### config.mk
export PLATFORM = sky130hd
export DESIGN_NAME = perf_counter_bank
export DESIGN_NICKNAME = d
export VERILOG_FILES = /design/src/rtl/perf_counter_bank.sv
export SDC_FILE = /design/constraint.sdc
export NUM_CORES = 1
export LEC_CHECK = 0
export ABC_AREA = 0
export BUFFER_PORTS_ARGS = -buffer_cell sky130_fd_sc_hd__buf_2
export CAP_MARGIN = 20
export CORE_ASPECT_RATIO = 1.5
export CORE_MARGIN = 2
export CORE_UTILIZATION = 40
export CTS_CLUSTER_DIAMETER = 30
export DETAILED_ROUTE_END_ITERATION = 10
export GPL_TIMING_DRIVEN = 0
export MAX_ROUTING_LAYER = met4
export SLEW_MARGIN = 20
export SYNTH_ARGS = -nofsm -noshare
export SYNTH_HDL_FRONTEND = slang
export SYNTH_SLANG_ARGS = --single-unit
### constraint.sdc
create_clock -name clk -period 2.4 [get_ports clk]
set_input_delay 0.48 -clock clk [delete_from_list [all_inputs] [get_ports clk]]
set_output_delay 0.48 -clock clk [all_outputs]
set_load 0.005 [all_outputs]
### src/rtl/perf_counter_bank.sv
// perf_counter_bank: MMIO-readable bank of edge-counting event counters with a CTRL register.
// Define PERF_COUNTER_SATURATE_EN to make counters saturate at all-ones instead of wrapping.
module perf_counter_bank #(
  parameter int          NUM_CTRS  = 8,
  parameter int          WIDTH     = 16,
  parameter logic [15:0] BASE_ADDR = 16'hFF00
) (
  input  logic                clk,
  input  logic                reset_n,
  input  logic [NUM_CTRS-1:0] event_in,
  input  logic [15:0]         mem_address,
  input  logic                mem_read,
  input  logic                mem_write,
  input  logic [15:0]         mem_wdata,
  output logic [15:0]         mem_rdata,
  output logic                mem_resp
);
  typedef enum logic [1:0] {IDLE, RESP, HOLD} state_t;
  state_t state_q, state_d;
  logic [WIDTH-1:0] ctr_q [NUM_CTRS];
  logic [WIDTH-1:0] ctr_d [NUM_CTRS];
  logic [NUM_CTRS-1:0] evt_q, evt_d;
  logic en_q, en_d;
  logic [15:0] rdata_q, rdata_d, rsel, off;
  logic [14:0] idx;
  logic hit, acc, rd_acc, wr_acc, wr_ctrl, clr_all, unused_wdata;

  function automatic logic [WIDTH-1:0] bump(input logic [WIDTH-1:0] v);
`ifdef PERF_COUNTER_SATURATE_EN
    return &v ? v : v + WIDTH'(1);
`else
    return v + WIDTH'(1);
`endif
  endfunction

  assign off          = mem_address - BASE_ADDR;
  assign idx          = off[15:1];
  assign hit          = !off[0] && idx <= 15'(NUM_CTRS);
  assign acc          = state_q == IDLE && (mem_read || mem_write) && hit;
  assign rd_acc       = acc && mem_read;
  assign wr_acc       = acc && !mem_read;
  assign wr_ctrl      = wr_acc && idx == 15'(NUM_CTRS);
  assign clr_all      = wr_ctrl && mem_wdata[1];
  assign unused_wdata = ^mem_wdata[15:2];

  // Clear (single or all) takes priority over a same-cycle increment.
  always_comb begin
    for (int i = 0; i < NUM_CTRS; i++)
      ctr_d[i] = (clr_all || (wr_acc && idx == 15'(i))) ? '0 :
                 (en_q && event_in[i] && !evt_q[i]) ? bump(ctr_q[i]) : ctr_q[i];
    evt_d = event_in;
    en_d  = wr_ctrl ? mem_wdata[0] : en_q;
  end

  always_comb begin
    rsel = idx == 15'(NUM_CTRS) ? {15'b0, en_q} : '0;
    for (int i = 0; i < NUM_CTRS; i++)
      if (idx == 15'(i)) rsel[WIDTH-1:0] = ctr_q[i];
    rdata_d = rd_acc ? rsel : rdata_q;
  end

  always_comb begin
    state_d = state_q;
    unique case (state_q)
      IDLE:    state_d = acc ? RESP : IDLE;
      RESP:    state_d = HOLD;
      HOLD:    state_d = (mem_read || mem_write) ? HOLD : IDLE;
      default: state_d = IDLE;
    endcase
  end

  always_comb begin
    mem_resp  = state_q == RESP;
    mem_rdata = rdata_q;
  end

  always_ff @(posedge clk or negedge reset_n) begin
    if (!reset_n) begin
      state_q <= IDLE;
      evt_q   <= '0;
      en_q    <= 1'b1;
      rdata_q <= '0;
      for (int i = 0; i < NUM_CTRS; i++) ctr_q[i] <= '0;
    end else begin
      state_q <= state_d;
      evt_q   <= evt_d;
      en_q    <= en_d;
      rdata_q <= rdata_d;
      for (int i = 0; i < NUM_CTRS; i++) ctr_q[i] <= ctr_d[i];
    end
  end
endmodule

## Word-level counts from Yosys, hierarchy flattened

Cells that the tools add are included.

| storage, ports and cells | value |
|---|---|
| flip-flop bits (word level) | 155 |
| bits of input ports | 44 |
| output and inout port bits | 17 |
| logic and storage cells | 120 |

| cells by class | value |
|---|---|
| add/subtract/negate cells | 9 |
| magnitude comparators | 1 |
| equal/unequal tests | 10 |
| multiplexer cells | 28 |
| reduce and logical (&&, ||, !) cells | 60 |

Operators with widths:

| cell | count |
|---|---|
| $mux 16 | 24 |
| $add 16x1->16 const B | 8 |
| $eq 15x3->1 const B | 4 |
| $logic_and 1x1->1 | 31 |
| $eq 15x2->1 const B | 2 |
| $reduce_bool 2->1 | 8 |
| $sub 16x16->16 const B | 1 |
| $eq 15x1->1 const B | 1 |
| $eq 15x4->1 const B | 1 |
| $le 15x4->1 const B | 1 |
| $logic_not 15->1 | 1 |
| $logic_not 1->1 | 10 |
| $logic_or 1x1->1 | 9 |
| $pmux 2 s3 | 1 |
| $eq 2x1->1 const B | 1 |
| $eq 2x2->1 const B | 1 |
| $logic_not 2->1 | 1 |
| $mux 1 | 2 |
| $mux 2 | 1 |

## Logic depth before layout (Yosys ltp)

Gate-level depths: netlist (run 1).

| logic depth | value |
|---|---|
| depth after elaboration | 11 |
| depth in mapped cells | 10 |
| gate-level depth less buffers | 7 |

## Least setup slack after synthesis (run 1)

No wires, ideal clock.

| timing path | value |
|---|---|
| path type | input to register |
| start | input port mem_address[8] |
| end | register rdata_q[8] (netlist: mem_rdata[8]) |
| library setup time | 86 ps |
| data arrival time | 2450 ps |
| data required time | 2314 ps |
| slack | -135 ps |
| cell stages on the path | 10 |
| path buffers | 3 |
| cell sequence | ha_1 -> or3_1 -> a211o_1 -> o2bb2a_4 -> nand4_2 -> buf_6 -> or3_1 -> buf_2 -> buf_6 -> o221ai_2 |

| between the ends | value |
|---|---|
| longest elaborated chain between the ends | 10 |
| elaborated cells between the ends (all ways) | 21 |
| those cells by class | add/sub: 1; order compare: 1; eq/ne: 7; mux: 8; reduce/logical: 4 |

RTL lines:

| item | RTL line | RTL |
|---|---|---|
| start: declaration | 11 | `input logic [15:0] mem_address,` |
| $sub 16x16->16 (*) | 36 | `assign off = mem_address - BASE_ADDR;` |
| $logic_not 15->1 | 58 | `if (idx == 15'(i)) rsel[WIDTH-1:0] = ctr_q[i];` |
| $mux 16 (8 in a row) | 58 |  |
| end signal: assignment | 88 | `rdata_q <= rdata_d;` |
| end: declaration | 24 | `logic [15:0] rdata_q, rdata_d, rsel, off;` |

Mark *: on every way between the ends. The rest lies on a longest branch, timed or not.
A chain may end at the register's enable or synchronous reset.

## Worst setup path after layout (run 1)

| timing path | value |
|---|---|
| start | input port mem_address[8] |
| end | register rdata_q[3] (netlist: mem_rdata[3]) |

Same word-level chain as after synthesis.

==> results by group, run 1 <==
Logic synthesis
  – Largest area contributor in the synthesized netlist: dfrtp_1
  – Main area contributors after synthesis: dfrtp_1 (47%), xor2_1 (8.5%), nor2_1 (7.6%)
  – Cell area after synthesis: about 8200 sq um
  – Cell variety after synth: 47
  – Synth cell count leaders: nor2_1 (166), dfrtp_1 (154), xor2_1 (80), nand2_1 (65), xnor2_1 (38)
  – Sequential fraction of the synthesis area: 47.3%
  – Flops & latches, synth: 155
  – Post-synthesis instance total: 850
  – Number of warnings issued by yosys: 0
  – Number of flops mapped to enable cells by yosys: 0
  – Synthesized Nets: roughly 900
  – Post-synth top area share: a little under half
  – Most used DFF post-synth: dfrtp_1
  – Synthesized area divided by synthesized cell count: around 9.7 sq um
  – FFs w/ async S/R, synth: 100%
  – Most numerous cell in the Yosys netlist: nor2_1

Pwr
  – Cell internal pwr: 4370 uW
  – Reported leakage power: between 0.004 and 0.005 uW
  – Switching power: 1290 uW
  – Switching power as a share of total power: between 20% and 30%
  – Logic gate share of total power: ~3.1%
  – Power Density: between 500 and 600 nW/um^2
  – Fraction of power consumed by the clock network: between 50 and 60%
  – Sequential power share: a little under half
  – Peak supply drop: approximately 0.00053 V

Routing
  – Final WL: ~22000 um
  – Routed WL per cell: ~18 um
  – Number of optimization iterations in the first detailed-route pass: 5
  – Overall via count from detail_route: roughly 6400
  – Number of vias per cell after detailed routing: 5.38
  – Detailed-route DRC error count: 0
  – Final antenna-violating net count: 0
  – Detailed router's first-iteration violation count: between 400 and 500

Worst setup path
  – Worst setup startpoint: mem_address[8]
  – Worst path slowest cell: or3_1
  – Crit Reg-Reg Endpoint: ctr_q[111]$_DFFE_PN0P_
  – Critical Path End Type: flop
  – Delay of the slowest cell on the worst path: around 310 ps
  – Reg-to-Reg Start: en_q$_DFFE_PN1P_
  – Worst-path maximum fanout: 10
  – Critical path's top delay family: compound AO/OA/AOI/OAI gates
  – Cell Chain, Critical Path: buf_2, ha_4, or3_1, a211o_1, o2bb2a_4, nand4_4, buf_12, clkbuf_2, mux2i_2, o221ai_4
  – Depth of the worst register-to-register path: 8
  – Buf/Inv on CP: 3
  – Data arrival at the endpoint of the critical path: 2630 ps
  – Required time at the worst-slack endpoint: between 2000 and 3000 ps
  – Worst reg2reg setup slack: around 170 ps
  – Startpoint types: input port
  – Setup Crit Path Kind: in2reg

Global route
  – Maximum number of pins on one net before global-route repair: 83
  – Total congestion overflow: 0
  – Vias in the first global route: ~6600
  – First-pass GRT wire length: about 35000 um
  – Global-route usage over all layers: roughly 22%
  – Initial antenna violation count: 0

Clock tree
  – Number of sinks driven by the clock tree: ~160
  – Clock input transition at the sequential cells of the worst setup and hold paths: ~60 ps
  – Buffers from clock root to sink, at most: 2
  – H-tree levels: 4
  – # hold bufs at CTS: 0
  – Clock network latency to the later pin of the worst-skew pair: between 400 and 500 ps
  – Clock buffers created by TritonCTS: 17
  – CTS Root Buffer Type: clkbuf_16
  – CTS tree: yes

Worst hold path
  – Class of the tightest hold or removal check: in2async

Finish
  – Diodes inserted: 0
  – Net count reported at finish: slightly below 1000
  – Storage cell area: between 3000 and 4000 sq um
  – Synthesis-to-layout area growth: 18.5%
  – # fillers: slightly below 2000
  – Post-route standard cell area excluding fillers: 9730 sq um
  – Share of cells above drive strength 1: 16.4%
  – Combined area of the multi-input logic cells: ~4300 sq um
  – Finished Core Util: roughly 48%

Floorplanning
  – Initial Util: 40.5%
  – Row Count: 64
  – DIE WIDTH: 121 um
  – Die outline area: 21700 sq um
  – I/O pin count: 61
  – Die height: approximately 180 um
  – Total core area: ~20000 sq um

Run status
  – Status: finished, final reports clean

Timing
  – Slack of the critical path: about 71 ps
  – Worst-margin pin slew: between 600 and 700 ps
  – Highest clock frequency the design can meet: about 0.43 GHz
  – Final hold violation count: 0
  – Max-slew headroom at the worst pin: between 50% and 60%
  – Fin Clk Skew: 12.5 ps
  – Final-report setup violation count: 0
  – Final max-slew violation count: 0
  – Final-layout worst hold slack: 51.8 ps
  – Final worst path period need: 2330 ps
  – Final Cycle Share: between 90% and 100%

Place
  – Cell Area, Placed: around 8800 sq um
  – IO buf count: 45
  – Worst Setup Slack post-DPL: -934 ps
  – Gp weighted congestion: around 0.85
  – Detailed Place HPWL: 15900 um

Run
  – Maxcap violations: 0
==> how the worst max path moves through the flow <==
stage	slack, ps	cells after the start	to
floorplan	-30	10	mem_rdata[8]$_DFFE_PN0P_
CTS	9	8	ctr_q[29]$_DFFE_PN0P_
global route	-10	10	mem_rdata[3]$_DFFE_PN0P_
detailed placement	-930	8	ctr_q[87]$_DFFE_PN0P_
finish	70	10	mem_rdata[3]$_DFFE_PN0P_
global placement	-1680	1	ctr_q[44]$_DFFE_PN0P_
==> cell families after synthesis <==
kind of cell,after synthesis,synth area share (%)
muxes,27,3.48
AOI/OAI and AO/OA,100,9.77
DFF,155,47.3
xor gates and xnor gates,118,12.6
buffers and inverters,47,2.51
adders and majority gates,9,1.37
and+or+nand+nor,394,23.0
==> worst reg2reg max path, cell delays in order, from the launching register on <==
cell      delay (ps)
dfstp_2          530
clkbuf_4         230
and3b_1          180
clkbuf_1         250
and4_1           280
and3_2           290
nand4_1          140
xor2_1           160
nor2_1            50
==> cell type report <==
cell class,instances,area share (%)
Tap cell,264,3.39
Clock inverter,12,1.65
Timing Repair Buffer,54,3.34
Clock buffer,20,4.69
Sequential cell,155,39.9
Inverter,7,0.270
Buffer,36,2.11
Multi-Input combinational cell,648,44.7
==> registers in the layout, indices dropped and copies added (netlist names) <==
name	count
mem_rdata	16
en_q	1
state_q	2
evt_q	8
ctr_q	128
==> power by group through the flow <==
stage	clock (uW)	combinational [uW]	sequential, uW
2_1_floorplan	0	53.7	2670
3_3_place_gp	0	164	2670
3_5_place_dp	0	174	2670
4_1_cts	2910	178	2620
5_1_grt	3030	201	2620
6_report	2860	177	2620
==> cells in the final DEF (no fill, tap or decap), drive strengths merged, types with 2 or more instances in the layout <==
master | Yosys | layout
clkinv | 0 | 5
mux2i | 24 | 24
buf | 17 | 69
nor4 | 3 | 3
nor3 | 15 | 15
nor2b | 20 | 20
and2 | 5 | 5
xor2 | 80 | 80
and3 | 19 | 19
and4 | 9 | 9
nand2 | 65 | 65
dfrtp | 154 | 154
nand3 | 35 | 35
a211o | 2 | 2
a22o | 14 | 14
nor2 | 166 | 166
and3b | 8 | 8
or3 | 7 | 7
nand4 | 34 | 34
inv | 7 | 10
a221oi | 15 | 15
o21ai | 9 | 9
clkbuf | 23 | 40
o221ai | 14 | 14
ha | 9 | 9
nand2b | 2 | 2
xnor2 | 38 | 38
bufinv | 0 | 3
nor3b | 3 | 3
a21oi | 25 | 25
a22oi | 14 | 14
mux2 | 2 | 2
==> through the flow <==
stage               total power (uW)  std cells  TNS [ps]
finish                          5660       1196         0
global route                    5850       1196     -15.0
CTS                             5700       1195         0
detailed placement              2840       1161   -104070
global placement                2830       1159   -359410
floorplan                       2720        850      -252
==> timing repair <==
item | in CTS | in global routing
setup buffers | 3 | 4
pin swaps | 2 | 5
setup endpoints to repair | 142 | 93
resized for setup | 31 | 26
==> metal layers <==
layer  track usage (%)  up-vias  wire length (um)
li1                  -     3094                 -
met1              25.1     3177              8820
met2              37.0      126             11500
met3              3.08       33               717
met4              8.93        0               612
met5                 -        -                 0
Note: power is estimated with default switching activity, not from simulation.
==> run 2: changes to the inputs <==
--- a/config.mk
+++ b/config.mk
@@ -15,6 +15,7 @@
 export DETAILED_ROUTE_END_ITERATION = 10
 export GPL_TIMING_DRIVEN = 0
 export MAX_ROUTING_LAYER = met4
+export PLACE_DENSITY = 0.62
 export SLEW_MARGIN = 20
 export SYNTH_ARGS = -nofsm -noshare
 export SYNTH_HDL_FRONTEND = slang
==> run 2 against run 1 <==
Effect of this change: the run now ends with hold timing left; die area is the same; routed wire length down 2.1%; first-iteration DRC count shrank 4.0%; cell area is 1.0% lower; sequential cell count unchanged; critical path depth rose by 1; clock-buffer cell count down 2; hold slack lost 56 ps; critical endpoint is now mem_rdata[10]$_DFFE_PN0P_.
==> results by group, run 2 (same netlist as run 1, synthesis figures left out) <==
Floorplanning
  – DIE WIDTH: 121 um
  – Die outline area: around 22000 sq um
  – Initial Util: between 40% and 50%
  – Total core area: 20300 sq um
  – I/O pin count: between 60 and 70
  – Die height: between 150 and 200 um
  – Row Count: 64

Worst setup path
  – Most frequent cell on the critical path: or3_1
  – Worst-path maximum fanout: 10
  – Startpoint types: input port
  – Data arrival at the endpoint of the critical path: roughly 2700 ps
  – Crit Reg-Reg Endpoint: ctr_q[95]$_DFFE_PN0P_
  – Setup Crit Path Kind: in2reg
  – Buf/Inv on CP: 4
  – Critical path's top delay family: simple AND/OR/NAND/NOR gates
  – Reg-to-Reg Start: en_q$_DFFE_PN1P_
  – Delay of the slowest cell on the worst path: 320 ps
  – Depth of the worst register-to-register path: 7
  – Critical Path End Type: flop
  – Worst reg2reg setup slack: 170 ps
  – Worst path slowest cell: or3_1
  – Required time at the worst-slack endpoint: 2750 ps
  – Cell Chain, Critical Path: buf_2, ha_4, or3_1, a211o_1, o2bb2a_4, nand4_4, buf_12, or3_1, buf_6, buf_8, o221ai_2

Clock tree
  – CTS Root Buffer Type: clkbuf_16
  – H-tree levels: 4
  – Buffers from clock root to sink, at most: 2
  – Number of sinks driven by the clock tree: approximately 160
  – CTS tree: yes
  – Clock input transition at the sequential cells of the worst setup and hold paths: approximately 60 ps
  – Clock buffers created by TritonCTS: 17
  – Clock network latency to the later pin of the worst-skew pair: between 400 and 500 ps

Place
  – IO buf count: between 40 and 50
  – Gp weighted congestion: 0.910
  – Cell Area, Placed: about 8800 sq um
  – Worst Setup Slack post-DPL: -846 ps
  – Detailed Place HPWL: 15800 um

Finish
  – Register name with the most flops: ctr_q
  – Commonest cells after routing, fill and taps aside: nor2_1 (165), dfrtp_1 (154), xor2_1 (80), nand2_1 (65), buf_2 (54)
  – Most frequent standard cell in the layout excluding fill and tap cells: nor2_1
  – Synthesis-to-layout area growth: 17.3%
  – Diodes inserted: 0
  – Share of cells above drive strength 1: about 15%
  – Number of flip-flops under the largest register name: between 100 and 150
  – Post-route standard cell area excluding fillers: ~9600 sq um
  – Net count reported at finish: 970

Timing
  – Max-slew headroom at the worst pin: between 50% and 60%
  – Final max-slew violation count: 0
  – Final Cycle Share: between 90% and 100%
  – Final hold violation count: 2
  – Highest clock frequency the design can meet: 0.433 GHz
  – Setup total negative slack: 0 ps
  – Fin Clk Skew: 10.4 ps
  – Final-report setup violation count: 0
  – Final-layout worst hold slack: -4.02 ps
  – Worst-margin pin slew: between 600 and 700 ps
  – Final worst path period need: between 2000 and 2500 ps
  – Slack of the critical path: 88.9 ps

Routing
  – Final antenna-violating net count: 0
  – Detailed router's first-iteration violation count: 386
  – Overall via count from detail_route: 6389
  – Number of optimization iterations in the first detailed-route pass: 5
  – Routed WL per cell: ~18 um
  – Detailed-route DRC error count: 0
  – Final WL: ~21000 um
  – Number of vias per cell after detailed routing: 5.35

Pwr
  – Logic gate share of total power: 3.2%
  – Switching power as a share of total power: around a quarter
  – Sequential power share: between 40% and 50%
  – Power Density: 564 nW/um^2
  – Total chip power: around 5400 uW
  – Reported leakage power: 0.00440 uW
  – Switching power: around 1300 uW
  – Cell internal pwr: roughly 4000 uW
  – Fraction of power consumed by the clock network: approximately half
  – Peak supply drop: ~0.00053 V

Global route
  – Total congestion overflow: 0
  – Vias in the first global route: 6567
  – Initial antenna violation count: 0
  – Maximum number of pins on one net before global-route repair: 93
  – First-pass GRT wire length: around 35000 um
  – Global-route usage over all layers: between 20% and 30%

Worst hold path
  – Class of the tightest hold or removal check: in2async

Run
  – Maxcap violations: 0

Run status
  – Failing checks: hold timing
  – Status: finished with violations
run 2: cell types whose count changed in the layout (fill, tap and decap cells not counted), sizes merged, moves of 2 or more:
cell | previous run | this run
bufinv | 3 | 1
clkinv | 5 | 2
clkbuf | 40 | 38
clkinvlp | 1 | 5
inv | 10 | 13
run 2: timing repair:
action	in CTS	in global routing
setup buffers	2	3
hold buffers	0	0
pin swaps	2	3
gates resized for setup	24	21
endpoints found under the setup margin	113	95
run 2: how the worst max path moves through the flow:
stage | startpoint | to | slack (ps) | depth (start not counted)
after CTS | state_q[1]$_DFF_PN0_ | ctr_q[125]$_DFFE_PN0P_ | -40 | 6
after detailed placement | mem_address[1] | mem_rdata[7]$_DFFE_PN0P_ | -850 | 8
after global placement | reset_n | ctr_q[43]$_DFFE_PN0P_ | -1680 | 1
after floorplan | mem_address[8] | mem_rdata[8]$_DFFE_PN0P_ | -30 | 10
after global routing | en_q$_DFFE_PN1P_ | ctr_q[45]$_DFFE_PN0P_ | -6 | 8
final | mem_address[8] | mem_rdata[10]$_DFFE_PN0P_ | 90 | 11
run 2: routing by layer:
layer | track usage [%] | wire [um] | part of all wire, %
met1 | 24.0 | 8720 | 41
met2 | 37.0 | 11300 | 53
met5 | - | 0 | 0
met4 | 8.00 | 580 | 2.7
met3 | 3.74 | 611 | 2.9
run 2: through the flow:
step                util (%)  cells
global route            47.5   1194
global placement        43.4   1159
floorplan                  -    850
finish                  47.5   1194
detailed placement      43.6   1160
CTS                     47.0   1193
run 2: power groups by stage:
stage / Combinational [uW] / Clock (uW) / Sequential (uW)
3_5_place_dp: 173 / 0 / 2670
2_1_floorplan: 53.7 / 0 / 2670
4_1_cts: 177 / 2680 / 2620
6_report: 176 / 2640 / 2620
5_1_grt: 197 / 2800 / 2620
3_3_place_gp: 164 / 0 / 2670
run 2: area by class of cell:
cell class                      count  area (sq um)
Fill cell                        1930         10600
Multi-Input combinational cell    648          4330
Sequential cell                   155          3880
Clock buffer                       18           429
Tap cell                          264           330
Timing Repair Buffer               51           300
Buffer                             37           201
Clock inverter                     14           135
Inverter                            7          26.3
run 2: worst reg2reg max path, stage by stage, from the launching register on:
cell	delay, ps
dfstp_2	520
clkbuf_4	230
and3b_1	320
nand4_1	230
or3_1	430
nor2_1	180
xnor2_1	140
nor2_1	50
==> run 3: changes to the inputs <==
--- a/config.mk
+++ b/config.mk
@@ -16,6 +16,7 @@
 export GPL_TIMING_DRIVEN = 0
 export MAX_ROUTING_LAYER = met4
 export PLACE_DENSITY = 0.62
+export RECOVER_POWER = 25
 export SLEW_MARGIN = 20
 export SYNTH_ARGS = -nofsm -noshare
 export SYNTH_HDL_FRONTEND = slang
==> run 3 against run 2 <==
Effect of this change: the run ends with capacitance limit, slew limit left; cell count is the same; cell area shrank 0.17%; first-iteration DRC count is the same; register-to-register slack is essentially flat; core utilization shrank 0.080 points; sequential share of layout area grew 0.068 points; largest cell class unchanged.
==> results by group, run 3 (same netlist as run 1, synthesis figures left out) <==
Run
  – Maxcap violations: 1

Finish
  – Most frequent standard cell in the layout excluding fill and tap cells: nor2_1
  – Share of cells above drive strength 1: approximately 15%
  – Finished Core Util: 47.4%
  – Synthesis-to-layout area growth: 17.1%
  – Diodes inserted: 0
  – Number of flip-flops under the largest register name: 128
  – Register name with the most flops: ctr_q
  – Commonest cells after routing, fill and taps aside: nor2_1 (165), dfrtp_1 (154), xor2_1 (80), nand2_1 (65), buf_2 (49)
  – Net count reported at finish: between 900 and 1000

Timing
  – Highest clock frequency the design can meet: 0.433 GHz
  – Final worst path period need: ~2300 ps
  – Slack of the critical path: 89.0 ps
  – Final hold violation count: 0
  – Max-slew headroom at the worst pin: -13.3%
  – Final max-slew violation count: 64
  – Final Cycle Share: between 90% and 100%
  – Worst-margin pin slew: 1700 ps
  – Fin Clk Skew: just over 10 ps
  – Final-report setup violation count: 0

Worst setup path
  – Worst-path maximum fanout: 10
  – Most frequent cell on the critical path: or3_1
  – Worst path slowest cell: or3_1
  – Data arrival at the endpoint of the critical path: between 2000 and 3000 ps
  – Critical Path End Type: flop
  – Buf/Inv on CP: 4
  – Cell Chain, Critical Path: buf_2, ha_4, or3_1, a211o_1, o2bb2a_4, nand4_4, buf_12, or3_1, buf_6, buf_8, o221ai_2
  – Required time at the worst-slack endpoint: 2750 ps
  – Startpoint types: input port
  – Setup Crit Path Kind: in2reg
  – Delay of the slowest cell on the worst path: roughly 320 ps
  – Critical path's top delay family: simple AND/OR/NAND/NOR gates

Global route
  – Initial antenna violation count: 0
  – Maximum number of pins on one net before global-route repair: 93
  – Total congestion overflow: 0
  – Global-route usage over all layers: between 20% and 30%
  – Vias in the first global route: around 6600
  – First-pass GRT wire length: roughly 35000 um

Floorplanning
  – Total core area: just over 20000 sq um
  – Row Count: 64
  – I/O pin count: just over 60
  – Die outline area: between 20000 and 25000 sq um
  – Initial Util: about two fifths
  – DIE WIDTH: ~120 um
  – Die height: around 180 um

Clock tree
  – Number of sinks driven by the clock tree: roughly 160
  – H-tree levels: 4
  – Buffers from clock root to sink, at most: 2
  – CTS Root Buffer Type: clkbuf_16
  – Clock input transition at the sequential cells of the worst setup and hold paths: 60 ps
  – CTS tree: yes
  – Clock buffers created by TritonCTS: 17
  – Clock network latency to the later pin of the worst-skew pair: 440 ps

Pwr
  – Peak supply drop: ~0.00053 V
  – Power Density: about 560 nW/um^2
  – Reported leakage power: about 0.0044 uW
  – Switching power: 1320 uW
  – Sequential power share: about half
  – Logic gate share of total power: between 3 and 4%
  – Fraction of power consumed by the clock network: approximately 49%
  – Switching power as a share of total power: approximately a quarter
  – Cell internal pwr: 4110 uW

Routing
  – Routed WL per cell: 17.8 um
  – Detailed router's first-iteration violation count: a little under 400
  – Final antenna-violating net count: 0
  – Detailed-route DRC error count: 0
  – Overall via count from detail_route: around 6400
  – Final WL: 21200 um
  – Number of vias per cell after detailed routing: 5.35
  – Number of optimization iterations in the first detailed-route pass: 5

Worst hold path
  – Class of the tightest hold or removal check: in2reg

Place
  – IO buf count: between 40 and 50
  – Gp weighted congestion: 0.910
  – Detailed Place HPWL: 15800 um
  – Worst Setup Slack post-DPL: -846 ps

Run status
  – Status: finished with violations
  – Failing checks: capacitance limit, slew limit
run 3: cell count changes in the layout (fill, tap and decap cells not counted), sizes merged:
cell,delta
clkbuf,+6
buf,-6
run 3: per-stage QoR:
| stage | total power [uW] | hold WS, ps | setup TNS [ps] | instances | area [sq um] |
|---|---|---|---|---|---|
| final | 5430 | 162 | 0 | 1194 | 9610 |
| after global routing | 5620 | 151 | -5.77 | 1194 | 9610 |
| after floorplan | 2720 | 184 | -252 | 850 | 8240 |
| after detailed placement | 2840 | 465 | -91150 | 1160 | 8840 |
| after CTS | 5480 | 6.02 | -794 | 1193 | 9520 |
| after global placement | 2830 | 458 | -347370 | 1159 | 8800 |
run 3: cell type report:
class / instances / area (sq um)
clock buffers: 18 / 429
plain buffers: 37 / 201
multi-input cells: 648 / 4330
flip-flops and latches: 155 / 3880
fillers: 1932 / 10600
clock inverters: 14 / 135
well taps: 264 / 330
inverters: 7 / 26.3
repair buffers: 51 / 284
run 3: layer usage:
layer  global-route usage (%)  up-vias  part of all wire, %
li1                         -     3103                    -
met1                     24.0     3139                   41
met2                     37.0      117                   53
met3                     3.74       32                  2.9
met4                     8.00        0                  2.7
met5                        -        -                    0
run 3: power groups by stage:
stage	Clock, uW	Combinational [uW]	Sequential, uW
3_3_place_gp	0	164	2670
4_1_cts	2680	177	2620
6_report	2640	173	2620
2_1_floorplan	0	53.7	2670
3_5_place_dp	0	173	2670
5_1_grt	2800	195	2620
run 3: what timing repair did:
item / CTS / global route
hold endpoints to repair: 0 / 0
hold buffers: 0 / 0
gates cloned: 0 / 0
resized for setup: 24 / 21
buffers inserted: 2 / 3
pin swaps: 2 / 3
setup endpoints to repair: 113 / 95
run 3: final timing paths:
kind | slack, ps | depth (start not counted) | to | from
min in group asynchronous | 500 | 1 | evt_q[6]$_DFF_PN0_ | reset_n
min | 160 | 1 | evt_q[5]$_DFF_PN0_ | event_in[5]
max | 90 | 11 | mem_rdata[10]$_DFFE_PN0P_ | mem_address[8]
min reg2reg | 470 | 2 | mem_rdata[0]$_DFFE_PN0P_ | mem_rdata[0]$_DFFE_PN0P_
max reg2reg | 170 | 7 | ctr_q[95]$_DFFE_PN0P_ | en_q$_DFFE_PN1P_
max in group asynchronous | 730 | 2 | ctr_q[59]$_DFFE_PN0P_ | reset_n
